<file path="src/rtl/mem_arbiter.sv">
// Two-master, one-slave AXI4-Lite arbiter: IFU (read-only) and LSU (read/write)
// share one slave, one transaction in flight, round-robin grant between masters.
module mem_arbiter #(
   parameter int ADDR_W = 32,
   parameter int DATA_W = 32
) (
   input  logic                clk,
   input  logic                rst,
   // master 0: instruction fetch
   input  logic [ADDR_W-1:0]   m0_araddr,
   input  logic                m0_arvalid,
   output logic                m0_arready,
   output logic [DATA_W-1:0]   m0_rdata,
   output logic [1:0]          m0_rresp,
   output logic                m0_rvalid,
   input  logic                m0_rready,
   // master 1: load/store
   input  logic [ADDR_W-1:0]   m1_araddr,
   input  logic                m1_arvalid,
   output logic                m1_arready,
   output logic [DATA_W-1:0]   m1_rdata,
   output logic [1:0]          m1_rresp,
   output logic                m1_rvalid,
   input  logic                m1_rready,
   input  logic [ADDR_W-1:0]   m1_awaddr,
   input  logic                m1_awvalid,
   output logic                m1_awready,
   input  logic [DATA_W-1:0]   m1_wdata,
   input  logic [DATA_W/8-1:0] m1_wstrb,
   input  logic                m1_wvalid,
   output logic                m1_wready,
   output logic [1:0]          m1_bresp,
   output logic                m1_bvalid,
   input  logic                m1_bready,
   // slave
   output logic [ADDR_W-1:0]   s_araddr,
   output logic                s_arvalid,
   input  logic                s_arready,
   input  logic [DATA_W-1:0]   s_rdata,
   input  logic [1:0]          s_rresp,
   input  logic                s_rvalid,
   output logic                s_rready,
   output logic [ADDR_W-1:0]   s_awaddr,
   output logic                s_awvalid,
   input  logic                s_awready,
   output logic [DATA_W-1:0]   s_wdata,
   output logic [DATA_W/8-1:0] s_wstrb,
   output logic                s_wvalid,
   input  logic                s_wready,
   input  logic [1:0]          s_bresp,
   input  logic                s_bvalid,
   output logic                s_bready
);

   typedef enum logic [2:0] {IDLE, RADDR, RDATA, WADDR, WRESP} state_t;

   state_t                state_q, state_d;
   logic                  owner_q, owner_d;
   logic                  last_grant_q, last_grant_d;
   logic [ADDR_W-1:0]     addr_q, addr_d;
   logic [DATA_W-1:0]     wdata_q, wdata_d;
   logic [DATA_W/8-1:0]   wstrb_q, wstrb_d;
   logic                  aw_done_q, aw_done_d;
   logic                  w_done_q, w_done_d;

   logic req0, req1, wr1, grant0, grant1;
   logic aw_now, w_now, r_ack;

   // A write needs both AW and W present; a lone AW or W is not a request.
   assign wr1  = m1_awvalid & m1_wvalid;
   assign req0 = m0_arvalid;
   assign req1 = m1_arvalid | wr1;

   // Grants are suppressed while reset is held so no master sees a ready then.
   assign grant0 = (state_q == IDLE) && rst && req0 && (!req1 || last_grant_q);
   assign grant1 = (state_q == IDLE) && rst && req1 && (!req0 || !last_grant_q);

   always_comb begin
      state_d      = state_q;
      owner_d      = owner_q;
      last_grant_d = last_grant_q;
      addr_d       = addr_q;
      wdata_d      = wdata_q;
      wstrb_d      = wstrb_q;
      aw_done_d    = aw_done_q;
      w_done_d     = w_done_q;
      aw_now       = 1'b0;
      w_now        = 1'b0;
      r_ack        = 1'b0;

      m0_arready = 1'b0;
      m0_rvalid  = 1'b0;
      m1_arready = 1'b0;
      m1_rvalid  = 1'b0;
      m1_awready = 1'b0;
      m1_wready  = 1'b0;
      m1_bvalid  = 1'b0;
      s_arvalid  = 1'b0;
      s_rready   = 1'b0;
      s_awvalid  = 1'b0;
      s_wvalid   = 1'b0;
      s_bready   = 1'b0;

      m0_rdata = s_rdata;
      m0_rresp = s_rresp;
      m1_rdata = s_rdata;
      m1_rresp = s_rresp;
      m1_bresp = s_bresp;
      s_araddr = addr_q;
      s_awaddr = addr_q;
      s_wdata  = wdata_q;
      s_wstrb  = wstrb_q;

      unique case (state_q)
         IDLE: begin
            if (grant0) begin
               m0_arready   = 1'b1;
               addr_d       = m0_araddr;
               owner_d      = 1'b0;
               last_grant_d = 1'b0;
               state_d      = RADDR;
            end else if (grant1) begin
               owner_d      = 1'b1;
               last_grant_d = 1'b1;
               if (wr1) begin
                  m1_awready = 1'b1;
                  m1_wready  = 1'b1;
                  addr_d     = m1_awaddr;
                  wdata_d    = m1_wdata;
                  wstrb_d    = m1_wstrb;
                  state_d    = WADDR;
               end else begin
                  m1_arready = 1'b1;
                  addr_d     = m1_araddr;
                  state_d    = RADDR;
               end
            end
         end
         RADDR: begin
            s_arvalid = 1'b1;
            if (s_arready) state_d = RDATA;
         end
         RDATA: begin
            r_ack     = owner_q ? m1_rready : m0_rready;
            s_rready  = r_ack;
            m0_rvalid = ~owner_q & s_rvalid;
            m1_rvalid = owner_q & s_rvalid;
            if (s_rvalid && r_ack) state_d = IDLE;
         end
         WADDR: begin
            s_awvalid = ~aw_done_q;
            s_wvalid  = ~w_done_q;
            aw_now    = aw_done_q | s_awready;
            w_now     = w_done_q | s_wready;
            if (aw_now && w_now) begin
               aw_done_d = 1'b0;
               w_done_d  = 1'b0;
               state_d   = WRESP;
            end else begin
               aw_done_d = aw_now;
               w_done_d  = w_now;
            end
         end
         WRESP: begin
            m1_bvalid = s_bvalid;
            s_bready  = m1_bready;
            if (s_bvalid && m1_bready) state_d = IDLE;
         end
         default: state_d = IDLE;
      endcase
   end

   always_ff @(posedge clk) begin
      if (!rst) begin
         state_q      <= IDLE;
         owner_q      <= 1'b0;
         last_grant_q <= 1'b1;
         addr_q       <= '0;
         wdata_q      <= '0;
         wstrb_q      <= '0;
         aw_done_q    <= 1'b0;
         w_done_q     <= 1'b0;
      end else begin
         state_q      <= state_d;
         owner_q      <= owner_d;
         last_grant_q <= last_grant_d;
         addr_q       <= addr_d;
         wdata_q      <= wdata_d;
         wstrb_q      <= wstrb_d;
         aw_done_q    <= aw_done_d;
         w_done_q     <= w_done_d;
      end
   end

endmodule
</file>
<file path="config.mk">
export PLATFORM = sky130hd
export DESIGN_NAME = mem_arbiter
export DESIGN_NICKNAME = d
export VERILOG_FILES = /design/src/rtl/mem_arbiter.sv
export SDC_FILE = /design/constraint.sdc
export NUM_CORES = 1
export LEC_CHECK = 0
export ABC_AREA = 1
export ABC_CLOCK_PERIOD_IN_PS = 4500
export BUFFER_PORTS_ARGS = -buffer_cell sky130_fd_sc_hd__clkbuf_2
export CAP_MARGIN = 10
export CORE_AREA = 4 4 139 141
export DETAILED_ROUTE_END_ITERATION = 7
export DIE_AREA = 0 0 143 145
export GPL_ROUTABILITY_DRIVEN = 0
export HOLD_SLACK_MARGIN = 0.03
export SLEW_MARGIN = 40
export SYNTH_ARGS = -nofsm -noshare
export SYNTH_HDL_FRONTEND = slang
export SYNTH_SLANG_ARGS = --single-unit
</file>
<file path="constraint.sdc">
create_clock -name clk -period 4.5 [get_ports clk]
set_input_delay 0.45 -clock clk [delete_from_list [all_inputs] [get_ports clk]]
set_output_delay 0.45 -clock clk [all_outputs]
set_load 0.02 [all_outputs]
</file>
==> metrics.txt <==
run status=finished clean; n_diodes=0; post-synth top area share=34.1%; Slew headroom=56.4%; CTS root buffer=clkbuf_16; # IOs=364; drt total wl=13,900 um; crit end category=primary output; FP Rows=49; crit share post-route=63.9%; Placeable Area=18,000 um^2; PD cells=435 nW/um^2; vias in the first global route=4,177; Filler cells=1,999; reg2reg path depth=8; Clock Latency Late Sink=0.34 ns; Critical-path top delay cell=clkinv_2; die height=145 um; most frequent cells in the layout=nand2_1 (277), clkbuf_2 (257), nor2_1 (85); Max Slew Vio Count=0; Critical Path AT=2.43 ns; hpwl dp=10,400 um; Longest Clk Path Bufs=2; Placed Cells=1,044; maximum number of pins on one net before global-route repair=41; Final min period=2.88 ns; Via-to-Cell Ratio=4.17; critical path's top delay family=buffers and inverters; crit path kind=primary input to primary output; worst reg-to-reg setup slack=1.83 ns; leading cell type in the layout, fill and taps excluded=nand2_1; critical path launch point=m1_awvalid; Setup Buffers After CTS=0; max-cap check violation count=0; crit path capture=m0_arready; PortBufs=257; first-pass GRT wire length=21,400 um; Final #Nets=1,008; sequence of cells on the critical path=clkbuf_2 > nand2_2 > buf_4 > nand2_1 > nand2_1 > nand3_4 > clkinv_2 > clkbuf_2; drt pass-1 iters=6; Die Area=20,700 um^2; RSZ-0062 raised after global routing=no; Fin Setup TNS=0 ns; WL/cell=13.1 um; Initial Util=24.5%; hold_buf cts=0; CP max stage delay=0.55 ns; Sw Share=39.0%; post-placement cell area=5060 um^2; Final Setup Violations=0; layout cells sized above 1=35.0%; clock skew=0.0116 ns; Synth area leader=dfxtp_1; CP Depth=8; initial antenna violation count=0; synthesis-to-layout area growth=21.7%; clock transition at the registers of the reported paths=0.06 ns; Peak VDD IR=0.157 mV; GRT Overall Usage=13.0%; Seq/Total Area, Yosys=34.1%; reg-to-reg startpoint=state_q[1]; hold slack=0.330 ns; critical-path maximum fanout=36; Tightest Hold Check Type=primary input to flop; CP required=4.05 ns; Sequential Power Share=35.7%; Final Cell Area=5350 um^2; CTS Sinks=75; DR iter-0 viols=97; Psw=908 uW; power share of the combinational group=34.5%; total grt overflow=0; DRC viols=0; TritonCTS clock tree=built; final number of hold-violating endpoints=0; Syn. warnings=0; CTS Buf Count=9; top post-synthesis cells by area=dfxtp_1 (34%), nand2_1 (24%), buf_4 (18%), nor2_1 (7.3%), a21oi_1 (4.0%); Worst Tran Pin Value=0.652 ns; DIE WIDTH=143 um; leakage power=3.01 nW; H-tree depth=3; Worst Path Buf+Inv=4; syn_nets=870; Final ANT Viol Nets=0; Internal=1.42 mW; Post-Syn Area=4400 um^2; Syn Inst Count=688; power share of the clock group=29.7%; FMAX=348 MHz; Yosys reg bits=75; r2r endpoint=s_araddr[10]; Mean Syn Cell Area=6.39 um^2; Netlist cell types=26; fin cells=1,060; Startpoint Class=primary input; via count=4,416; Resized Gates After CTS=0
==> cell families (layout without fill, tap and decap cells) <==
group / count (synthesis) / in the layout / share of synthesized area, %
simple gates: 377 / 377 / 33.2
buf+inv: 158 / 301 / 23.5
flops: 75 / 75 / 34.1
compound gates: 78 / 78 / 9.16
==> cell usage after synthesis <==
library cell / n
a211oi_1: 2
o31ai_1: 1
nor2_4: 1
clkbuf_1: 13
nor2_1: 85
o211ai_1: 1
clkinv_2: 1
buf_6: 4
a31oi_1: 2
nand2_2: 3
nor2_2: 2
nand3_4: 1
o21ai_1: 29
nor3_1: 2
o21ai_0: 8
buf_1: 2
buf_2: 10
a21oi_1: 35
nand4_1: 1
buf_4: 106
inv_2: 4
inv_1: 17
dfxtp_1: 75
nand2_1: 278
clkinv_1: 1
nand3_1: 4
==> area by class of cell <==
class / instances / area [um^2] / area share [%]
flip-flops and latches: 75 / 1500 / 28.1
inverters: 23 / 87.6 / 1.64
multi-input cells: 455 / 1860 / 34.8
well taps: 229 / 287 / 5.35
clock buffers: 11 / 253 / 4.72
repair buffers: 262 / 1320 / 24.7
clock inverters: 5 / 35.0 / 0.655
==> worst min-delay path, cell delays in order <==
cell,delay [ns]
clkbuf_2,0.07
nor2_1,0.03
nor2_1,0.08
==> routing by layer <==
metal,track usage (%),up-vias,share of wire [%],wire length [um]
li1,-,2293,-,-
met1,14.4,1843,40,5540
met2,22.1,256,46,6380
met3,5.46,24,12,1720
met4,4.71,0,2.0,285
met5,0,-,0,0
==> flip-flops by register name, indices dropped and copies added, names as in the netlist <==
register and cells:
s_wstrb 4, state_q 3, aw_done_q 1, s_wdata 32, owner_q 1, w_done_q 1, last_grant_q 1, s_araddr 32
==> power groups by stage <==
stage               combinational (mW)  sequential, mW  clock [mW]
floorplan                        0.621           0.915           0
global placement                 0.815           0.850           0
detailed placement               0.820           0.848           0
CTS                              0.822           0.834       0.723
global route                     0.905           0.846       0.757
finish                           0.805           0.832       0.693
==> stage by stage <==
step                      utilization [%]  power, mW  setup slack (ns)
after floorplan                         -       1.54              2.61
after global routing                 29.8       2.51              1.34
after global placement               28.2       1.66              1.29
after CTS                            29.8       2.38              1.53
after detailed placement             28.2       1.67              1.22
final                                29.8       2.33              1.62
==> worst min-delay path by stage <==
stage                       end  slack (ns)  cells past startpoint         start
global placement    s_araddr[0]        0.48                      2   s_araddr[0]
global route        s_wdata[17]        0.32                      3  m1_wdata[17]
detailed placement  s_araddr[3]        0.48                      2   s_araddr[3]
floorplan             aw_done_q        0.47                      2     aw_done_q
finish              s_wdata[20]        0.33                      3  m1_wdata[20]
CTS                  s_wstrb[0]        0.31                      3   m1_wstrb[0]
Power figures use the tool's default switching activity.
